File: src/rtl/ultrasonic_echo_responder_if.sv
// Ultrasonic ranging bus between the ranging initiator (master) and the
// emulated sensor (slave).
//   trigger_in   : initiator -> sensor, asynchronous trigger pulse
//   echo_width   : initiator -> sensor, programmed echo width in cycles
//   echo_out     : sensor -> initiator, echo pulse
//   busy         : sensor status, measurement in progress
//   short_trig   : sensor status pulse, trigger rejected as too short
//   ignored_trig : sensor status pulse, trigger edge arrived while busy
//   echo_done    : sensor status pulse, measurement finished
interface ultrasonic_echo_responder_if;
  logic        trigger_in;
  logic [20:0] echo_width;
  logic        echo_out;
  logic        busy;
  logic        short_trig;
  logic        ignored_trig;
  logic        echo_done;

  modport master (
    output trigger_in, echo_width,
    input  echo_out, busy, short_trig, ignored_trig, echo_done
  );

  modport slave (
    input  trigger_in, echo_width,
    output echo_out, busy, short_trig, ignored_trig, echo_done
  );
endinterface

File: src/rtl/ultrasonic_echo_responder.sv
// HC-SR04-style target emulator. Watches a synchronized trigger, and after a
// valid trigger waits a fixed acoustic delay, then drives an echo pulse whose
// width equals the programmed (saturated) echo_width. A holdoff follows every
// measurement.
//   clk : system clock
//   rst : asynchronous active-high reset
//   bus : ultrasonic_echo_responder_if.slave (trigger/width in, echo/status out)
module ultrasonic_echo_responder #(
  parameter int CLK_MHZ       = 50,
  parameter int MIN_TRIG_US   = 10,
  parameter int ECHO_DELAY_US = 100,
  parameter int HOLDOFF_US    = 1000,
  parameter int MAX_ECHO_MS   = 30
) (
  input logic                          clk,
  input logic                          rst,
  ultrasonic_echo_responder_if.slave   bus
);

  localparam logic [20:0] MIN_C   = 21'(CLK_MHZ * MIN_TRIG_US);
  localparam logic [20:0] DELAY_C = 21'(CLK_MHZ * ECHO_DELAY_US);
  localparam logic [20:0] HOLD_C  = 21'(CLK_MHZ * HOLDOFF_US);
  localparam logic [20:0] MAX_C   = 21'(CLK_MHZ * MAX_ECHO_MS * 1000);

  typedef enum logic [2:0] {IDLE, TRIG_HIGH, DELAY, ECHO, HOLDOFF} state_t;

  state_t      state_q, state_d;
  logic [20:0] cnt_q, cnt_d;
  logic [20:0] width_q, width_d;
  logic        echo_q, echo_d;
  logic        short_q, short_d;
  logic        ignored_q, ignored_d;
  logic        done_q, done_d;
  logic        s1_q, trig_s_q, trig_d1_q;
  logic        rise;

  assign rise = trig_s_q & ~trig_d1_q;

  always_comb begin
    state_d   = state_q;
    cnt_d     = cnt_q;
    width_d   = width_q;
    short_d   = 1'b0;
    done_d    = 1'b0;
    ignored_d = rise && (state_q inside {DELAY, ECHO, HOLDOFF});
    case (state_q)
      IDLE: begin
        // The edge cycle is itself the first synchronized high cycle, so the
        // count starts at 1: a trigger of exactly MIN_C high cycles passes.
        if (rise) begin
          state_d = TRIG_HIGH;
          cnt_d   = 21'd1;
        end
      end
      TRIG_HIGH: begin
        if (trig_s_q) begin
          if (cnt_q < MIN_C) cnt_d = cnt_q + 21'd1;
        end else if (cnt_q >= MIN_C) begin
          width_d = (bus.echo_width > MAX_C) ? MAX_C : bus.echo_width;
          cnt_d   = '0;
          state_d = DELAY;
        end else begin
          short_d = 1'b1;
          cnt_d   = '0;
          state_d = IDLE;
        end
      end
      DELAY: begin
        // Exit one count late so the registered echo rises DELAY_C+1 edges
        // after entry, and echo_out/echo_done land on the same edge as the
        // state change.
        if (cnt_q == DELAY_C) begin
          cnt_d = '0;
          if (width_q != '0) begin
            state_d = ECHO;
          end else begin
            done_d  = 1'b1;
            state_d = HOLDOFF;
          end
        end else begin
          cnt_d = cnt_q + 21'd1;
        end
      end
      ECHO: begin
        if (cnt_q == width_q - 21'd1) begin
          cnt_d   = '0;
          done_d  = 1'b1;
          state_d = HOLDOFF;
        end else begin
          cnt_d = cnt_q + 21'd1;
        end
      end
      HOLDOFF: begin
        if (cnt_q == HOLD_C - 21'd1) begin
          cnt_d   = '0;
          state_d = IDLE;
        end else begin
          cnt_d = cnt_q + 21'd1;
        end
      end
      default: begin
        state_d = IDLE;
        cnt_d   = '0;
      end
    endcase
    echo_d = (state_d == ECHO);
  end

  always_ff @(posedge clk or posedge rst) begin
    if (rst) begin
      state_q   <= IDLE;
      cnt_q     <= '0;
      width_q   <= '0;
      echo_q    <= 1'b0;
      short_q   <= 1'b0;
      ignored_q <= 1'b0;
      done_q    <= 1'b0;
      s1_q      <= 1'b0;
      trig_s_q  <= 1'b0;
      trig_d1_q <= 1'b0;
    end else begin
      state_q   <= state_d;
      cnt_q     <= cnt_d;
      width_q   <= width_d;
      echo_q    <= echo_d;
      short_q   <= short_d;
      ignored_q <= ignored_d;
      done_q    <= done_d;
      s1_q      <= bus.trigger_in;
      trig_s_q  <= s1_q;
      trig_d1_q <= trig_s_q;
    end
  end

  assign bus.echo_out     = echo_q;
  assign bus.busy         = !(state_q inside {IDLE, TRIG_HIGH});
  assign bus.short_trig   = short_q;
  assign bus.ignored_trig = ignored_q;
  assign bus.echo_done    = done_q;

endmodule

File: src/flat_wrapper.sv
// flat-port wrapper written by rule: the top's interface ports become plain ports
module ultrasonic_echo_responder_flat 
#(
  parameter int CLK_MHZ       = 50,
  parameter int MIN_TRIG_US   = 10,
  parameter int ECHO_DELAY_US = 100,
  parameter int HOLDOFF_US    = 1000,
  parameter int MAX_ECHO_MS   = 30
)
  (clk, rst, bus_trigger_in, bus_echo_width, bus_echo_out, bus_busy, bus_short_trig, bus_ignored_trig, bus_echo_done);
  ultrasonic_echo_responder_if bus_i ();
  input logic clk;
  input logic rst;
  input wire logic [$bits(bus_i.trigger_in)-1:0] bus_trigger_in;
  input wire logic [$bits(bus_i.echo_width)-1:0] bus_echo_width;
  output wire logic [$bits(bus_i.echo_out)-1:0] bus_echo_out;
  output wire logic [$bits(bus_i.busy)-1:0] bus_busy;
  output wire logic [$bits(bus_i.short_trig)-1:0] bus_short_trig;
  output wire logic [$bits(bus_i.ignored_trig)-1:0] bus_ignored_trig;
  output wire logic [$bits(bus_i.echo_done)-1:0] bus_echo_done;
  assign bus_i.trigger_in = bus_trigger_in;
  assign bus_i.echo_width = bus_echo_width;
  assign bus_echo_out = bus_i.echo_out;
  assign bus_busy = bus_i.busy;
  assign bus_short_trig = bus_i.short_trig;
  assign bus_ignored_trig = bus_i.ignored_trig;
  assign bus_echo_done = bus_i.echo_done;
  ultrasonic_echo_responder #(.CLK_MHZ(CLK_MHZ), .MIN_TRIG_US(MIN_TRIG_US), .ECHO_DELAY_US(ECHO_DELAY_US), .HOLDOFF_US(HOLDOFF_US), .MAX_ECHO_MS(MAX_ECHO_MS)) u_core (.clk(clk), .rst(rst), .bus(bus_i));
endmodule
File: config.mk
export PLATFORM = sky130hd
export DESIGN_NAME = ultrasonic_echo_responder_flat
export DESIGN_NICKNAME = d
export VERILOG_FILES = /design/src/rtl/ultrasonic_echo_responder_if.sv /design/src/rtl/ultrasonic_echo_responder.sv /design/src/flat_wrapper.sv
export SDC_FILE = /design/constraint.sdc
export NUM_CORES = 1
export LEC_CHECK = 0
export ABC_CLOCK_PERIOD_IN_PS = 5300
export CAP_MARGIN = 20
export CELL_PAD_IN_SITES_DETAIL_PLACEMENT = 0
export CELL_PAD_IN_SITES_GLOBAL_PLACEMENT = 1
export CORE_MARGIN = 2
export CORE_UTILIZATION = 30
export DETAILED_ROUTE_END_ITERATION = 10
export GPL_TIMING_DRIVEN = 1
export MAX_ROUTING_LAYER = met4
export PLACE_DENSITY_LB_ADDON = 0.2
export REMOVE_ABC_BUFFERS = 1
export SLEW_MARGIN = 5
export SYNTH_ARGS = -nofsm -noshare
export SYNTH_HDL_FRONTEND = slang
export SYNTH_SLANG_ARGS = --single-unit
File: constraint.sdc
create_clock -name clk -period 5.3 [get_ports clk]
set_input_delay 0.795 -clock clk [delete_from_list [all_inputs] [get_ports clk]]
set_output_delay 0.795 -clock clk [all_outputs]
set_load 0.02 [all_outputs]
# After elaboration in Yosys (flattened, before gate mapping)
# Cells that the tools add are included.
# op_classes
add_sub_neg	2
order_cmp	3
eq_ne	10
n_mux	23
bitwise	3
reduce_logical	8
# ops
op	count
$mux W21	7
$pmux W21 S5	1
$add A21 B1 Y21 const B	1
$eq A21 B13 Y1 const B	1
$eq A21 B16 Y1 const B	1
$eq A21 B21 Y1	1
$ge A21 B9 Y1 const B	1
$gt A21 B21 Y1 const B	1
$lt A21 B9 Y1 const B	1
$reduce_bool A21 Y1	1
$sub A21 B1 Y21 const B	1
$mux W3	6
$pmux W3 S5	1
$eq A3 B2 Y1 const B	3
$mux W1	6
$eq A3 B1 Y1 const B	1
$eq A3 B3 Y1 const B	1
$logic_not A3 Y1	1
$ne A3 B3 Y1 const B	1
$reduce_and A3 Y1	1
$reduce_bool A3 Y1	1
$mux W2	1
$ne A2 B1 Y1 const B	1
$not A1 Y1	2
6 further kinds	6
# totals
regBits	52

# Longest topological paths before layout
# Gate-level depths: netlist (run 1).
# logic_depth
word_depth	5
depth_mapped	11
depth_no_buf	10

# Least setup slack after synthesis (run 1)
# No wires, ideal clock.
# synth_path
path_type	register to register
startpoint	register u_core.width_q[0]
endpoint	register u_core.cnt_q[4]
arrival_ns	2.643
t_required_ns	5.166
slack_ns	2.523
stages_incl_launch_ff	12
synth_period_minus_slack_ns	2.777
path_cell_list	dfrtp_1 inv_1 ha_1 xnor2_1 a211oi_1 o2111ai_1 or4_1 a211oi_2 nand3b_2 a31oi_4 buf_6 o31ai_2
# synth_between
elab_chain_cells	4
# synth_rtl
item	line_no	text
start, declared	ultrasonic_echo_responder.sv:29	logic [20:0] width_q, width_d;
start signal, assigned	ultrasonic_echo_responder.sv:124	width_q <= width_d;
$sub A21 B1 Y21	ultrasonic_echo_responder.sv:85	if (cnt_q == width_q - 21'd1) begin
$eq A21 B21 Y1	ultrasonic_echo_responder.sv:85	
$mux W21	ultrasonic_echo_responder.sv:85	
$pmux W21 S5	ultrasonic_echo_responder.sv:46	case (state_q)
end signal, assigned	ultrasonic_echo_responder.sv:123	cnt_q <= cnt_d;
end, declared	ultrasonic_echo_responder.sv:28	logic [20:0] cnt_q, cnt_d;
# No other way between the ends.
# A chain may end at the register's enable or synchronous reset.

# Final worst setup path (run 1)
# layout_path
startpoint	register u_core.width_q[0]
endpoint	register u_core.cnt_q[19]
# The elaborated chain is that of the path after synthesis.

==> run_results.csv, run 1 <==
group,metric,value,unit
status,status,"finished clean",
power,switching_share,23.7,%
critical_path,crit_type,"flip-flop to flip-flop",
critical_path,worstPathArrival,3.68,ns
global_route,grt_overflow,0,
critical_path,cp.buffers_inverters,1,
yosys,synth-seq-area-share,37.6,%
yosys,synthCells,370,
critical_path,crit_family,"compound AO/OA/AOI/OAI gates",
clock_tree,clkSinkCount,52,
sta,relSlewSlack,37.4,%
power,seqPwrFrac,50.5,%
detailed_routing,drc_errors,0,
detailed_routing,vias,2977,
global_route,grt_max_degree,53,
sta,setup_viol,0,
detailed_routing,drt_first_iter_violations,169,
sta,finClkSkew,0.00347,ns
yosys,yosysUniqueCellTypes,60,
yosys,syn_area,3460,um^2
power,p_switching,0.191,mW
floorplanning,core,11300,um^2
finish,drive_above_1_share,10.7,%
clock_tree,cts-root-buf,"clkbuf_16",
power,cellLeakagePower,1.62,nW
job,cap_violations,0,
floorplanning,dieArea,12400,um^2
global_route,grt_pass1_wl,15500,um
sta,period_share,66.7,%
clock_tree,cts_tree,"built",
global_route,antenna_found_initial,0,
clock_tree,insertion_delay,0.29,ns
global_route,grt_pass1_vias,2823,
floorplanning,start_util,30.6,%
clock_tree,path_clk_slew,0.07,ns
yosys,synth_ff_type,"dfrtp_1",
yosys,synthTopCellsByCount,"52 x dfrtp_1, 30 x nand4_1, 28 x nand2_1, 18 x clkbuf_1, 18 x o31ai_2",
power,clkPwrFrac,41.4,%
sta,tns,0,ns
power,ir_drop,0.000100,V
yosys,async_reset_ff_share,100,%
floorplanning,ios,29,
detailed_routing,ant_nets,0,
floorplanning,num_rows,39,
yosys,synth_top_cell_area_share,37.6,%
yosys,synthTopCellsByArea,"dfrtp_1 38%, o31ai_2 6.5%, nand4_1 5.4%",
clock_tree,cts_setup_buffers,0,
detailed_routing,drt-total-wl,9500,um
critical_path,end_kind,"flip-flop",
sta,finalHoldViolations,0,
clock_tree,ctsResizeCount,0,
yosys,synth_most_common_cell,"dfrtp_1",
sta,rsz0062_at_grt,"no",
clock_tree,cts_inserted_buffers,5,
power,internal_power,0.617,mW
clock_tree,cts_max_level,2,
critical_path,crit_path_top_delay_cell,"a31oi_4",
global_route,track_usage,16.1,%
sta,worst_pin_slew,0.939,ns
yosys,yosysWarnings,0,
hold_path,hold_class,"flip-flop to flip-flop",
sta,fmax,0.283,GHz
placement,port_buffers,28,
yosys,synth_area_leader_cell,"dfrtp_1",
placement,dp_hpwl,7240,um
sta,finalCriticalPeriod,3.53,ns
clock_tree,cts_hold_buf,0,
yosys,synth_edf_count,0,
floorplanning,die_y,111,um
critical_path,crit_chain,"inv_1 -> ha_1 -> xnor2_1 -> a211oi_1 -> o2111ai_1 -> or4_1 -> a211oi_2 -> nand3b_2 -> a31oi_4 -> o31ai_1",
finish,area_growth,14.6,%
critical_path,crit_fanout,21,
detailed_routing,first_pass_iters,5,
floorplanning,dieWidth,111,um
sta,drv_slew,0,
yosys,ys_seq_elements,52,
critical_path,setup.worst_path.start_class,"flip-flop",
power,combPwrFrac,8.2,%
yosys,synth_area_per_cell,9.36,um^2
detailed_routing,wl_per_cell,18.1,um
critical_path,cp_slowest_stage_delay,0.80,ns
detailed_routing,post_drt_via_cell_ratio,5.66,
placement,gp_congestion,0.782,
finish,nNetsFinal,409,
clock_tree,cts.path.max_buffers,2,
finish,antenna_cells,0,
power,powerDensity,204,nW/um^2
critical_path,required,5.44,ns
finish,final_util,35.1,%
-- layer usage --
| metal | GRT usage, % | vias to the layer above | share of wire [%] |
|---|---|---|---|
| li1 | - | 1429 | - |
| met1 | 22.7 | 1489 | 49 |
| met2 | 24.6 | 51 | 47 |
| met3 | 2.56 | 8 | 2.9 |
| met4 | 3.21 | 0 | 0.99 |
| met5 | - | - | 0 |
-- worst register-to-register path, delay by kind of cell, from the launching register on --
| family | cells | cell delay [ns] |
|---|---|---|
| AO/OA/AOI/OAI | 5 | 1.69 |
| AND/OR/NAND/NOR | 2 | 0.69 |
| flip-flops | 1 | 0.45 |
| adder cells (fa/ha/maj) | 1 | 0.32 |
| XOR/XNOR | 1 | 0.13 |
| buffers and inverters | 1 | 0.10 |
-- path summary, 6_finish.rpt --
kind	startpoint	slack (ns)	cells past startpoint	end
min reg2reg	u_core.s1_q$_DFF_PP0_	0.36	0	u_core.trig_s_q$_DFF_PP0_
max	u_core.width_q[0]$_DFFE_PP0P_	1.77	10	u_core.cnt_q[19]$_DFFE_PP0P_
min	u_core.s1_q$_DFF_PP0_	0.36	0	u_core.trig_s_q$_DFF_PP0_
max in group asynchronous	rst	3.84	3	u_core.cnt_q[8]$_DFFE_PP0P_
max reg2reg	u_core.width_q[0]$_DFFE_PP0P_	1.77	10	u_core.cnt_q[19]$_DFFE_PP0P_
min in group asynchronous	rst	1.01	3	u_core.width_q[2]$_DFFE_PP0P_
-- layout by cell type (no fill, tap or decap), drive strengths merged, types with 9 or more instances in the layout --
master          n
dfrtp          52
nand4          30
nand2          28
clkdlybuf4s50  28
o31ai          20
nor3           16
nor2           15
a21oi          13
xor2           13
xnor2          13
nand3          13
o21ai          13
nor4           12
and3           10
inv             9
-- power by group through the flow --
stage,Combinational [mW],Clock (mW),Sequential [mW]
after floorplan,0.0323,0,0.413
final,0.0661,0.334,0.408
after global routing,0.0735,0.361,0.409
after CTS,0.0683,0.344,0.408
after detailed placement,0.0680,0,0.416
after global placement,0.0668,0,0.415
-- cells by family (layout without fill, tap and decap cells) --
group	Yosys count	count (layout)	synth area share, %
buf+inv	35	48	4.59
xor+xnor	26	26	6.58
mux	4	4	1.19
flops	52	52	37.6
fa+ha+maj	3	3	1.08
compound gates	86	86	21.5
simple gates	164	164	27.5
-- registers in the layout (all words and copies together) (netlist names) --
name and count:
u_core.bus.short_trig 1, u_core.s1_q 1, u_core.bus.ignored_trig 1, u_core.bus.echo_out 1, u_core.bus.echo_done 1, u_core.state_q 3
u_core.width_q 21, u_core.trig_d1_q 1, u_core.trig_s_q 1, u_core.cnt_q 21
-- stage by stage --
| stage | power, mW | worst slack (ns) | hold WS [ns] | std cells | cell area [um^2] |
|---|---|---|---|---|---|
| final | 0.808 | 1.77 | 0.360 | 526 | 3970 |
| after global routing | 0.843 | 1.37 | 0.380 | 526 | 3970 |
| after CTS | 0.820 | 1.74 | 0.363 | 526 | 3970 |
| after detailed placement | 0.484 | 1.76 | 0.347 | 518 | 3820 |
| after global placement | 0.482 | 1.76 | 0.333 | 518 | 3820 |
| after floorplan | 0.446 | 2.21 | 0.331 | 344 | 3340 |
-- layout make-up --
class / count / area [um^2]
fill: 1195 / 7350
multi-input combinational: 283 / 2000
sequential: 52 / 1300
timing repair buffer: 31 / 303
tap: 143 / 179
clock buffer: 7 / 143
inverter: 9 / 33.8
clock inverter: 1 / 7.51
(Power assumes the default switching activity.)
==> run 2, diff against run 1 <==
ABC_CLOCK_PERIOD_IN_PS = 3200   (was 5300)
clock period = 3.2 ns   (was 5.3 ns; I/O delays follow)
==> run 2 against run 1 <==
  * Core utilization up 1.2 points
  * Largest power group unchanged
  * Worst hold slack lost 0.0052 ns
  * Register-to-register slack worse by 1.5 ns
  * Die area did not move
  * Sequential share of layout area decreased by 1.1 points
  * Maximum frequency grew 19%
  * Final cell count rose by 3.0%
  * Total power increased by 67%
  * Cell area up 3.5%
  * Largest cell class unchanged
  * Wire length increased by 1.7%
  * Sequential power rose by 65%
==> run_results.csv, run 2 (same netlist as run 1, synthesis figures left out) <==
group,metric,value,unit
status,status,"finished clean",
critical_path,cp.buffers_inverters,2,
detailed_routing,first_pass_iters,6,
critical_path,setup.worst_path.start_class,"flip-flop",
detailed_routing,post_drt_via_cell_ratio,5.57,
sta,worst_pin_slew,0.681,ns
placement,dp_slack,0.226,ns
clock_tree,cts_hold_buf,0,
sta,setup_viol,0,
detailed_routing,drc_errors,0,
sta,period_share,93.1,%
finish,nNetsFinal,425,
clock_tree,cts_inserted_buffers,5,
global_route,grt_overflow,0,
sta,finalHoldViolations,0,
finish,final_common_cell,"dfrtp_1",
sta,fin_ws,0.222,ns
floorplanning,core,11300,um^2
detailed_routing,vias,3019,
critical_path,required,3.38,ns
global_route,antenna_found_initial,0,
detailed_routing,drt-total-wl,9660,um
placement,post_dp_cell_area,3950,um^2
sta,relSlewSlack,54.6,%
critical_path,cp_slowest_stage_delay,0.53,ns
global_route,grt_pass1_vias,2951,
detailed_routing,drt_first_iter_violations,162,
finish,reg_top3,"u_core.cnt_q x21, u_core.width_q x21, u_core.state_q x3",
critical_path,crit_chain,"inv_1 -> ha_1 -> xnor2_1 -> a211oi_1 -> o2111ai_1 -> or4_1 -> a211oi_2 -> nand3b_2 -> a31oi_4 -> buf_12 -> o31ai_1",
job,cap_violations,0,
hold_path,hold_class,"flip-flop to flip-flop",
clock_tree,cts_max_level,2,
critical_path,rrSetupSlack,0.22,ns
detailed_routing,ant_nets,0,
global_route,grt_pass1_wl,15900,um
clock_tree,cts-root-buf,"clkbuf_16",
sta,tns,0,ns
floorplanning,die_y,111,um
sta,drv_slew,0,
critical_path,crit_path_top_delay_cell,"or4_1",
sta,rsz0062_at_grt,"no",
floorplanning,start_util,30.6,%
detailed_routing,wl_per_cell,17.8,um
critical_path,crit_family,"compound AO/OA/AOI/OAI gates",
floorplanning,dieArea,12400,um^2
global_route,track_usage,16.3,%
placement,dp_hpwl,7440,um
global_route,grt_max_degree,28,
critical_path,worstPathArrival,3.15,ns
clock_tree,clkSinkCount,52,
finish,final_util,36.3,%
sta,finClkSkew,0.00466,ns
clock_tree,cts.path.max_buffers,2,
critical_path,end_kind,"flip-flop",
placement,dp.cells,534,
power,ir_drop,0.000231,V
placement,port_buffers,28,
sta,fmax,0.336,GHz
floorplanning,ios,29,
finish,mostFrequentLayoutCells,"52 x dfrtp_1, 30 x nand4_1, 28 x nand2_1, 28 x clkdlybuf4s50_1",
power,cellLeakagePower,1.71,nW
finish,fin_area,4110,um^2
critical_path,crit_fanout,21,
finish,area_growth,18.6,%
floorplanning,num_rows,39,
placement,gp_congestion,0.793,
sta,finalCriticalPeriod,2.98,ns
finish,antenna_cells,0,
floorplanning,dieWidth,111,um
critical_path,crit_type,"flip-flop to flip-flop",
power,powerDensity,328,nW/um^2
finish,drive_above_1_share,14.5,%
clock_tree,cts_tree,"built",
clock_tree,insertion_delay,0.29,ns
clock_tree,path_clk_slew,0.07,ns
finish,final_cell_count_no_fill,542,
[run 2: cell count changes in the layout (fill, tap and decap cells not counted), sizes merged]
cell  delta
buf     +16
[run 2: through the flow]
stage	hold WS [ns]	power (mW)
floorplan	0.331	0.738
global placement	0.332	0.804
detailed placement	0.341	0.804
CTS	0.358	1.36
global route	0.373	1.40
finish	0.355	1.35
[run 2: layout make-up]
cell class              instances  area (um^2)
fillers                      1165         7210
clock buffers                   7          143
flip-flops and latches         52         1300
inverters                       9         33.8
clock inverters                 1         7.51
repair buffers                 47          435
well taps                     143          179
multi-input cells             283         2010
[run 2: path summary, 6_finish.rpt]
path | depth (start not counted) | from | end
setup reg to reg | 11 | u_core.width_q[0]$_DFFE_PP0P_ | u_core.cnt_q[19]$_DFFE_PP0P_
min in group asynchronous | 2 | rst | u_core.trig_d1_q$_DFF_PP0_
setup / recovery | 11 | u_core.width_q[0]$_DFFE_PP0P_ | u_core.cnt_q[19]$_DFFE_PP0P_
hold / removal | 0 | u_core.s1_q$_DFF_PP0_ | u_core.trig_s_q$_DFF_PP0_
max in group asynchronous | 3 | rst | u_core.cnt_q[11]$_DFFE_PP0P_
hold reg to reg | 0 | u_core.s1_q$_DFF_PP0_ | u_core.trig_s_q$_DFF_PP0_
[run 2: repair_timing]
| action | CTS | global route |
|---|---|---|
| endpoints found under the setup margin | 0 | 21 |
| resized for setup | 0 | 1 |
| setup buffers | 0 | 0 |
[run 2: where the power goes]
group,switching (mW),leakage [nW],internal (mW)
logic,0.0639,0.946,0.0500
clock network,0.247,0.0701,0.313
registers,0.0122,0.690,0.663
[run 2: per-layer routing]
layer,wire [um],track usage [%]
met5,0,-
met4,138,3.79
met3,302,2.07
met2,4440,25.4
met1,4780,22.9
[run 2: worst register-to-register path, delay by kind of cell, from the launching register on]
family | cells | cell delay, ns
AOI/OAI and AO/OA | 5 | 1.03
and+or+nand+nor | 2 | 0.67
DFF | 1 | 0.44
adders and majority gates | 1 | 0.31
buffers and inverters | 2 | 0.30
xor gates and xnor gates | 1 | 0.13
